File: config.mk
export PLATFORM = sky130hd
export DESIGN_NAME = seq_addsub_flat
export DESIGN_NICKNAME = d
export VERILOG_FILES = /design/src/rtl/seq_addsub_if.sv /design/src/rtl/seq_addsub.sv /design/src/flat_wrapper.sv
export SDC_FILE = /design/constraint.sdc
export NUM_CORES = 1
export LEC_CHECK = 0
export ABC_AREA = 1
export CAP_MARGIN = 30
export CELL_PAD_IN_SITES_DETAIL_PLACEMENT = 2
export CELL_PAD_IN_SITES_GLOBAL_PLACEMENT = 2
export CORE_AREA = 2 2 116 118
export DETAILED_ROUTE_END_ITERATION = 8
export DIE_AREA = 0 0 118 120
export GPL_TIMING_DRIVEN = 0
export PLACE_DENSITY = 0.84
export SYNTH_ARGS = -nofsm -noshare
export SYNTH_HDL_FRONTEND = slang
export SYNTH_SLANG_ARGS = --single-unit
export TNS_END_PERCENT = 20
File: constraint.sdc
create_clock -name clk -period 2.4 [get_ports clk]
set_input_delay 0.24 -clock clk [delete_from_list [all_inputs] [get_ports clk]]
set_output_delay 0.24 -clock clk [all_outputs]
set_load 0.03 [all_outputs]
File: src/rtl/seq_addsub_if.sv
`default_nettype none
// +----------------------------------------------------------------------+
// | seq_addsub_if : operand/result handshake bundle for seq_addsub        |
// | Revision      : 1.0                                                   |
// +----------------------------------------------------------------------+
interface seq_addsub_if #(
   parameter int N = 16
);
   logic         in_valid;
   logic         in_ready;
   logic [N-1:0] A;
   logic [N-1:0] B;
   logic         sub;
   logic         out_valid;
   logic         out_ready;
   logic [N:0]   Sum;
   logic         ovf;

   modport master (
      output in_valid, A, B, sub, out_ready,
      input  in_ready, out_valid, Sum, ovf
   );

   modport slave (
      input  in_valid, A, B, sub, out_ready,
      output in_ready, out_valid, Sum, ovf
   );
endinterface
`default_nettype wire

File: src/rtl/seq_addsub.sv
`default_nettype none
// +----------------------------------------------------------------------+
// | seq_addsub : chunk-serial signed add/subtract, M bits per cycle       |
// | Revision   : 1.0                                                      |
// +----------------------------------------------------------------------+
module seq_addsub #(
   parameter int N   = 16,
   parameter int M   = 4,
   parameter int SAT = 0
) (
   input  wire logic  clk,
   input  wire logic  rst_n,
   seq_addsub_if.slave bus
);
   localparam int CHUNKS = N / M;
   localparam int KW     = (CHUNKS > 1) ? $clog2(CHUNKS) : 1;
   localparam logic [KW-1:0] LAST_K = KW'(CHUNKS - 1);

   generate
      if (N < 2 || M < 1 || (N % M) != 0) begin : g_bad_params
         $error("seq_addsub: need N >= 2, M >= 1 and M dividing N");
      end
   endgenerate

   typedef enum logic [1:0] {
      IDLE = 2'd0,
      RUN  = 2'd1,
      DONE = 2'd2
   } state_t;

   state_t       state_q, state_d;
   logic [N-1:0] a_q, a_d;
   logic [N-1:0] bp_q, bp_d;
   logic [N-1:0] acc_q, acc_d;
   logic [KW-1:0] k_q, k_d;
   logic         carry_q, carry_d;
   logic [N:0]   sum_q, sum_d;
   logic         ovf_q, ovf_d;

   int           base;
   logic [M-1:0] a_chunk;
   logic [M-1:0] b_chunk;
   logic [M:0]   chunk_sum;
   logic [N-1:0] acc_upd;
   logic [N:0]   sum_exact;
   logic         ovf_exact;
   logic [N:0]   sat_limit;

   always_comb begin
      state_d = state_q;
      a_d     = a_q;
      bp_d    = bp_q;
      acc_d   = acc_q;
      k_d     = k_q;
      carry_d = carry_q;
      sum_d   = sum_q;
      ovf_d   = ovf_q;

      base      = int'(k_q) * M;
      a_chunk   = a_q[base +: M];
      b_chunk   = bp_q[base +: M];
      chunk_sum = {1'b0, a_chunk} + {1'b0, b_chunk} + {{M{1'b0}}, carry_q};
      acc_upd   = acc_q;
      acc_upd[base +: M] = chunk_sum[M-1:0];

      // Sign-extending both operands makes bit N the XOR of their MSBs and the carry out.
      sum_exact = {a_q[N-1] ^ bp_q[N-1] ^ chunk_sum[M], acc_upd};
      ovf_exact = sum_exact[N] ^ sum_exact[N-1];
      sat_limit = sum_exact[N] ? {2'b11, {(N-1){1'b0}}} : {2'b00, {(N-1){1'b1}}};

      case (state_q)
         IDLE: begin
            if (bus.in_valid) begin
               a_d     = bus.A;
               bp_d    = bus.sub ? ~bus.B : bus.B;
               acc_d   = '0;
               k_d     = '0;
               carry_d = bus.sub;
               state_d = RUN;
            end
         end
         RUN: begin
            acc_d   = acc_upd;
            carry_d = chunk_sum[M];
            k_d     = k_q + KW'(1);
            if (k_q == LAST_K) begin
               k_d     = '0;
               ovf_d   = ovf_exact;
               sum_d   = (SAT != 0 && ovf_exact) ? sat_limit : sum_exact;
               state_d = DONE;
            end
         end
         DONE: begin
            if (bus.out_ready) begin
               state_d = IDLE;
            end
         end
         default: state_d = IDLE;
      endcase
   end

   always_ff @(posedge clk) begin
      if (!rst_n) begin
         state_q <= IDLE;
         a_q     <= '0;
         bp_q    <= '0;
         acc_q   <= '0;
         k_q     <= '0;
         carry_q <= 1'b0;
         sum_q   <= '0;
         ovf_q   <= 1'b0;
      end else begin
         state_q <= state_d;
         a_q     <= a_d;
         bp_q    <= bp_d;
         acc_q   <= acc_d;
         k_q     <= k_d;
         carry_q <= carry_d;
         sum_q   <= sum_d;
         ovf_q   <= ovf_d;
      end
   end

   assign bus.in_ready  = (state_q == IDLE);
   assign bus.out_valid = (state_q == DONE);
   assign bus.Sum       = sum_q;
   assign bus.ovf       = ovf_q;
endmodule
`default_nettype wire
File: src/flat_wrapper.sv
// flat-port wrapper written by rule: the top's interface ports become plain ports
module seq_addsub_flat 
#(
   parameter int N   = 16,
   parameter int M   = 4,
   parameter int SAT = 0
)
  (clk, rst_n, bus_in_valid, bus_A, bus_B, bus_sub, bus_out_ready, bus_in_ready, bus_out_valid, bus_Sum, bus_ovf);
  seq_addsub_if #(.N(N)) bus_i ();
  input  wire logic clk;
  input  wire logic rst_n;
  input wire logic [$bits(bus_i.in_valid)-1:0] bus_in_valid;
  input wire logic [$bits(bus_i.A)-1:0] bus_A;
  input wire logic [$bits(bus_i.B)-1:0] bus_B;
  input wire logic [$bits(bus_i.sub)-1:0] bus_sub;
  input wire logic [$bits(bus_i.out_ready)-1:0] bus_out_ready;
  output wire logic [$bits(bus_i.in_ready)-1:0] bus_in_ready;
  output wire logic [$bits(bus_i.out_valid)-1:0] bus_out_valid;
  output wire logic [$bits(bus_i.Sum)-1:0] bus_Sum;
  output wire logic [$bits(bus_i.ovf)-1:0] bus_ovf;
  assign bus_i.in_valid = bus_in_valid;
  assign bus_i.A = bus_A;
  assign bus_i.B = bus_B;
  assign bus_i.sub = bus_sub;
  assign bus_i.out_ready = bus_out_ready;
  assign bus_in_ready = bus_i.in_ready;
  assign bus_out_valid = bus_i.out_valid;
  assign bus_Sum = bus_i.Sum;
  assign bus_ovf = bus_i.ovf;
  seq_addsub #(.N(N), .M(M), .SAT(SAT)) u_core (.clk(clk), .rst_n(rst_n), .bus(bus_i));
endmodule
==> results of run 1 <==
==> repair_timing <==
item                                    4_1_cts  5_1_grt
hold buffers                                  0        0
endpoints found under the setup margin       32       27
buffers inserted                             17        1
gates resized for setup                      48       17
pin swaps                                    13       15
==> final timing paths <==
check,from,to,slack [ns],depth (start not counted)
worst max-delay path,u_core.k_q[0],u_core.bus.Sum[10],-0.22,12
worst min-delay path,bus_sub,u_core.bp_q[3],0.30,3
worst max register to register,u_core.k_q[0],u_core.bus.Sum[10],-0.22,12
worst min register to register,u_core.acc_q[3],u_core.acc_q[3],0.48,2
==> state kept, by name (all words and copies together), names as in the netlist <==
| register | count |
|---|---|
| u_core.a_q | 16 |
| u_core.acc_q | 16 |
| u_core.bp_q | 16 |
| u_core.bus.Sum | 17 |
| u_core.bus.ovf | 1 |
| u_core.carry_q | 1 |
| u_core.k_q | 2 |
| u_core.state_q | 2 |
==> kinds of logic (layout without fill, tap and decap cells) <==
kind of cell	Yosys count	in the layout	synth area share
AOI/OAI and AO/OA	126	126	0.2176
xor gates and xnor gates	18	18	0.04631
adders and majority gates	11	11	0.04484
buffers and inverters	72	159	0.09225
DFF	71	71	0.4175
and+or+nand+nor	150	150	0.1816
==> worst max-delay path, stage by stage (launching register included) <==
cell and delay, ns:
dfxtp_4 0.36, buf_8 0.13, buf_8 0.13, nor2_4 0.11, o22ai_2 0.11, fa_2 0.39, fa_2 0.47, xnor2_4 0.19
nor2_2 0.07, buf_4 0.14, a22o_1 0.20, o21bai_1 0.14, inv_1 0.05
==> power groups by stage <==
| stage | Combinational [mW] | Sequential, mW | Clock [mW] |
|---|---|---|---|
| floorplan | 0.364 | 1.29 | 0 |
| global placement | 0.552 | 1.30 | 0 |
| detailed placement | 0.581 | 1.31 | 0 |
| CTS | 0.723 | 1.28 | 1.36 |
| global route | 0.868 | 1.29 | 1.44 |
| finish | 0.807 | 1.29 | 1.36 |
==> stage by stage <==
step           instance area (sq um)  cells
6_report                        4842    711
3_3_place_gp                    4169    678
2_1_floorplan                   3408    448
4_1_cts                         4776    711
5_1_grt                         4842    711
3_5_place_dp                    4169    678
==> area by class of cell <==
type / count / area (sq um)
Clock buffer: 12 / 246.5
Inverter: 47 / 185.2
Tap cell: 176 / 220.2
Multi-Input combinational cell: 305 / 1868
Sequential cell: 71 / 1429
Clock inverter: 4 / 45.04
Buffer: 24 / 172.7
Fill cell: 1504 / 8138
Timing Repair Buffer: 72 / 675.6
==> placed cells by master, fill, tap and decap left out, drive strengths merged <==
master	count
clkdlybuf4s50	54
or2	1
clkinvlp	1
buf	33
nor2	73
fa	2
a21oi	20
dfxtp	71
clkbuf	21
nor3	2
inv	45
o31ai	2
nand2	61
o21bai	12
nand4	4
a31oi	1
ha	9
bufinv	1
a22o	1
o22ai	14
o21a	5
a211oi	16
xnor2	18
o21ai	55
nand3	9
clkinv	4
==> layer usage <==
layer,part of all wire,track usage,wire length (um),up-vias
met2,0.54,0.3481,6939,60
met5,0,0,0,-
met3,0.029,0.03660,366,23
met4,0.024,0.06928,305,0
li1,-,-,-,1636
met1,0.41,0.1930,5212,1678
==> metrics.txt, run 1 <==
outcome=complete, but fails checks; failing checks=negative setup slack; switching share of power=0.3012; Crit. End Element=register; CTS tree=done; GRT Residual Overflow=0; Yosys top cell area share=0.4175; #FFs+latches synth=71; part of the power in registers=0.373; worst hold margin=0.3005 ns; Slew @ Worst Pin=0.5951 ns; n_diodes=0; fin crit period=2.618 ns; largest net degree at the start of global routing=12; drt pass-1 iters=4; Seq/Total Area, Yosys=0.4175; Relative slew margins=0.6032; clk_skew=0.005476 ns; static leakage=1.936 nW; Post-synth EDFFs=0; Core Area=12980 sq um; PortBufs=54; clock network power share=0.393; Max Cap Viol=0; overall routed net length=12820 um; clk slew on worst S/H paths=0.06 ns; H-tree depth=3; # rows=42; Period Utilization, post-route=1.091; Root Driver=clkbuf_16; share of cells above drive strength 1=0.1850; Die X=118 um; Synthesized Nets=496; RSZ-0062 raised after global routing=true; Max VDD drop=0.3242 mV; first-pass GRT wire length=20060 um; IO Pins=57; setup TNS=-2.051 ns; Slew Viols, Final=0; leading post-synthesis cells by cell area=dfxtp_1, o21ai_0, nor2_1; Combinational Power Share=0.234; gpl congestion=0.8465; Max Freq=0.3819 GHz; Post-synth ARST share=0; CTS max path bufs=2; Int Pwr=2.410 mW; Setup-failing EPs final=21; largest area contributor in the netlist=dfxtp_1; Hold Violations, Final=0; Synth top cells by count=dfxtp_1, nor2_1, nand2_1; Sw Pwr=1.039 mW; post-DP HPWL=8377 um; synth unique cells=32; Avg Inst Size Synth=7.599 sq um; power consumption=3.448 mW; power density cells=712.1 nW/um^2; DRC Markers=0; Startpoint Class=register; Routed WL per cell=18.04 um; CP Max Fanout=6; Clock Latency Late Sink=0.34 ns; ANT nets after route=0; vias=3397; Critical Path RT=2.63 ns; Synth-to-Final Area Change=42.23%; count leader, synth=dfxtp_1; Ys Warns=0; CTS Sinks=71; CTS Buf Count=9; worst setup path class=register to register; setup slack at placement=-0.6741 ns; initial DRC count=87; Mapped Cells=448; Synth Flop Type=dfxtp_1; Final #Nets=578; die height=120 um; Cell Area, Synth=3405 sq um; Finished Core Util=0.3730; GRT Total Usage=0.1809; initial antenna violation count=0; worst hold-check path type=input port to register; vias in the first global route=3879; CP arrival=2.85 ns; Via density=4.778; Initial Utilization=0.2623; full die area=14160 sq um; final setup margin=-0.2184 ns
Note: power is estimated with default switching activity, not from simulation.
==> run 2: changes to the inputs <==
Settings changed: CORE_AREA 2 2 116 118 to 2 2 107 109, DIE_AREA 0 0 118 120 to 0 0 109 111, DONT_BUFFER_PORTS from default to 1, GPL_ROUTABILITY_DRIVEN from default to 0, PLACE_DENSITY 0.84 to 0.83.
==> run 2 against run 1 <==
  * The flow still finishes with violations (negative setup slack)
  * Design area down 5.2%
  * Total power increased by 6.7%
  * Final cell count is 11% lower
  * Via count down 1.7%
  * Clock-buffer cell count fell by 1
  * Setup slack worse by 0.16 ns
  * Die area fell by 15%
  * Core utilization rose by 4.1 points
  * Sequential power about the same
  * Routed wire length grew 12%
  * Critical path depth fell by 1
  * Register-to-register slack worse by 0.16 ns
==> metrics.txt, run 2 (synthesized netlist as in run 1, its figures left out) <==
outcome=complete, but fails checks; failing checks=negative setup slack; Synth-to-Final Area Change=34.77%; initial antenna violation count=0; clk slew on worst S/H paths=0.06 ns; CTS max path bufs=2; Relative slew margins=0.5589; setup TNS=-6.020 ns; worst hold-check path type=input port to register; Max Freq=0.3594 GHz; share of cells above drive strength 1=0.2759; GRT Total Usage=0.2175; Final #Nets=536; worst stage delay on the critical path=0.51 ns; PortBufs=0; most frequent cells in the layout=dfxtp_1, nor2_1, nand2_1; worst setup path class=register to register; DRC Markers=0; fin crit period=2.783 ns; Root Driver=clkbuf_16; power consumption=3.678 mW; Die X=109 um; Max Cap Viol=0; vias in the first global route=3655; Slew Viols, Final=0; initial DRC count=82; placed cell count=591; GRT Residual Overflow=0; CTS tree=done; hold buffer count at cts=0; clk_skew=0.01001 ns; Critical Path RT=2.67 ns; CTS Sinks=71; Layout Cells excl Fill=636; CP cell instances=buf_8, o21ai_1, o22ai_2, fa_2, fa_2, xnor2_4, nor2_4, nand2_4, o21ai_4, nand2_1, a21oi_1; # rows=39; Startpoint Class=register; Stages on worst setup path=11; post-DP HPWL=8134 um; Routed WL per cell=22.49 um; placed inst area=3587 sq um; static leakage=1.864 nW; Worst path slowest cell=fa_2; Initial Utilization=0.3074; Via density=5.248; final instance area=4588 sq um; FF-to-FF Start=u_core.k_q[0]; die height=111 um; Clock Latency Late Sink=0.35 ns; cell count of the worst reg-to-reg path=11; power density cells=801.7 nW/um^2; largest net degree at the start of global routing=13; n_diodes=0; RSZ-0062 raised after global routing=true; overall routed net length=14300 um; Crit. End Element=register; Core Area=11080 sq um; cell mode on critical path=fa_2; CP Max Fanout=6; drt pass-1 iters=4; most common cell after layout, fill and taps aside=dfxtp_1; CP arrival=3.05 ns; r2r endpoint=u_core.acc_q[14]; vias=3338; Max VDD drop=0.3877 mV; first-pass GRT wire length=19670 um; Worst Setup SP=u_core.k_q[0]; Hold Violations, Final=0; full die area=12100 sq um; delay-heaviest family, CP=adder cells; H-tree depth=3; crit path capture=u_core.acc_q[14]; setup slack at placement=-0.7847 ns; Hold Crit Start=bus_A[9]; Setup-failing EPs final=27; IO Pins=57; final setup margin=-0.3827 ns; ANT nets after route=0; Slew @ Worst Pin=0.6616 ns; Finished Core Util=0.4142; R2R Setup Slk=-0.38 ns; Period Utilization, post-route=1.159; worst hold margin=0.06603 ns; worst path bufs/invs=1; CTS Buf Count=9; Largest register FFs=17
==> run 2: changes by cell type in the layout (fill, tap and decap cells not counted), sizes merged <==
cell	previous run	this run
clkinvlp	1	2
clkbuf	21	20
clkdlybuf4s50	54	0
inv	45	44
buf	33	45
bufinv	1	2
==> run 2: final cells by class <==
class                           instances  area, sq um
Fill cell                            1231         6489
Timing Repair Buffer                   30        241.5
Tap cell                              143        178.9
Clock buffer                           11        242.7
Buffer                                 24        172.7
Inverter                               47        195.2
Clock inverter                          5        81.33
Sequential cell                        71         1429
Multi-Input combinational cell        305         2047
==> run 2: worst min-delay path by stage <==
stage          depth (start not counted)        endpoint
3_5_place_dp                           2  u_core.a_q[12]
3_3_place_gp                           2   u_core.a_q[3]
6_report                               2   u_core.a_q[9]
2_1_floorplan                          2   u_core.a_q[0]
4_1_cts                                2   u_core.a_q[9]
5_1_grt                                2   u_core.a_q[9]
==> run 2: routing by layer <==
layer,routed length (um),track usage
met1,5364,0.2359
met2,7737,0.3959
met3,504,0.04586
met4,695,0.09744
met5,0,0
==> run 2: worst reg2reg max path: stages, from the launching register on <==
cell     delay [ns]
dfxtp_4        0.38
buf_8          0.15
o21ai_1        0.31
o22ai_2        0.15
fa_2           0.41
fa_2           0.51
xnor2_4        0.20
nor2_4         0.13
nand2_4        0.09
o21ai_4        0.14
nand2_1        0.08
a21oi_1        0.17
==> run 2: report_power, final <==
group	internal, mW	leakage [nW]	switching, mW
Sequential	1.24	0.582	0.0567
Clock	0.938	0.156	0.536
Combinational	0.367	1.13	0.542
Total	2.54	1.86	1.13
==> run 2: timing repair <==
action | CTS | global route
pin swaps | 11 | 28
endpoints found under the setup margin | 31 | 26
setup buffers | 17 | 13
hold endpoints to repair | 0 | 0
gates resized for setup | 42 | 72
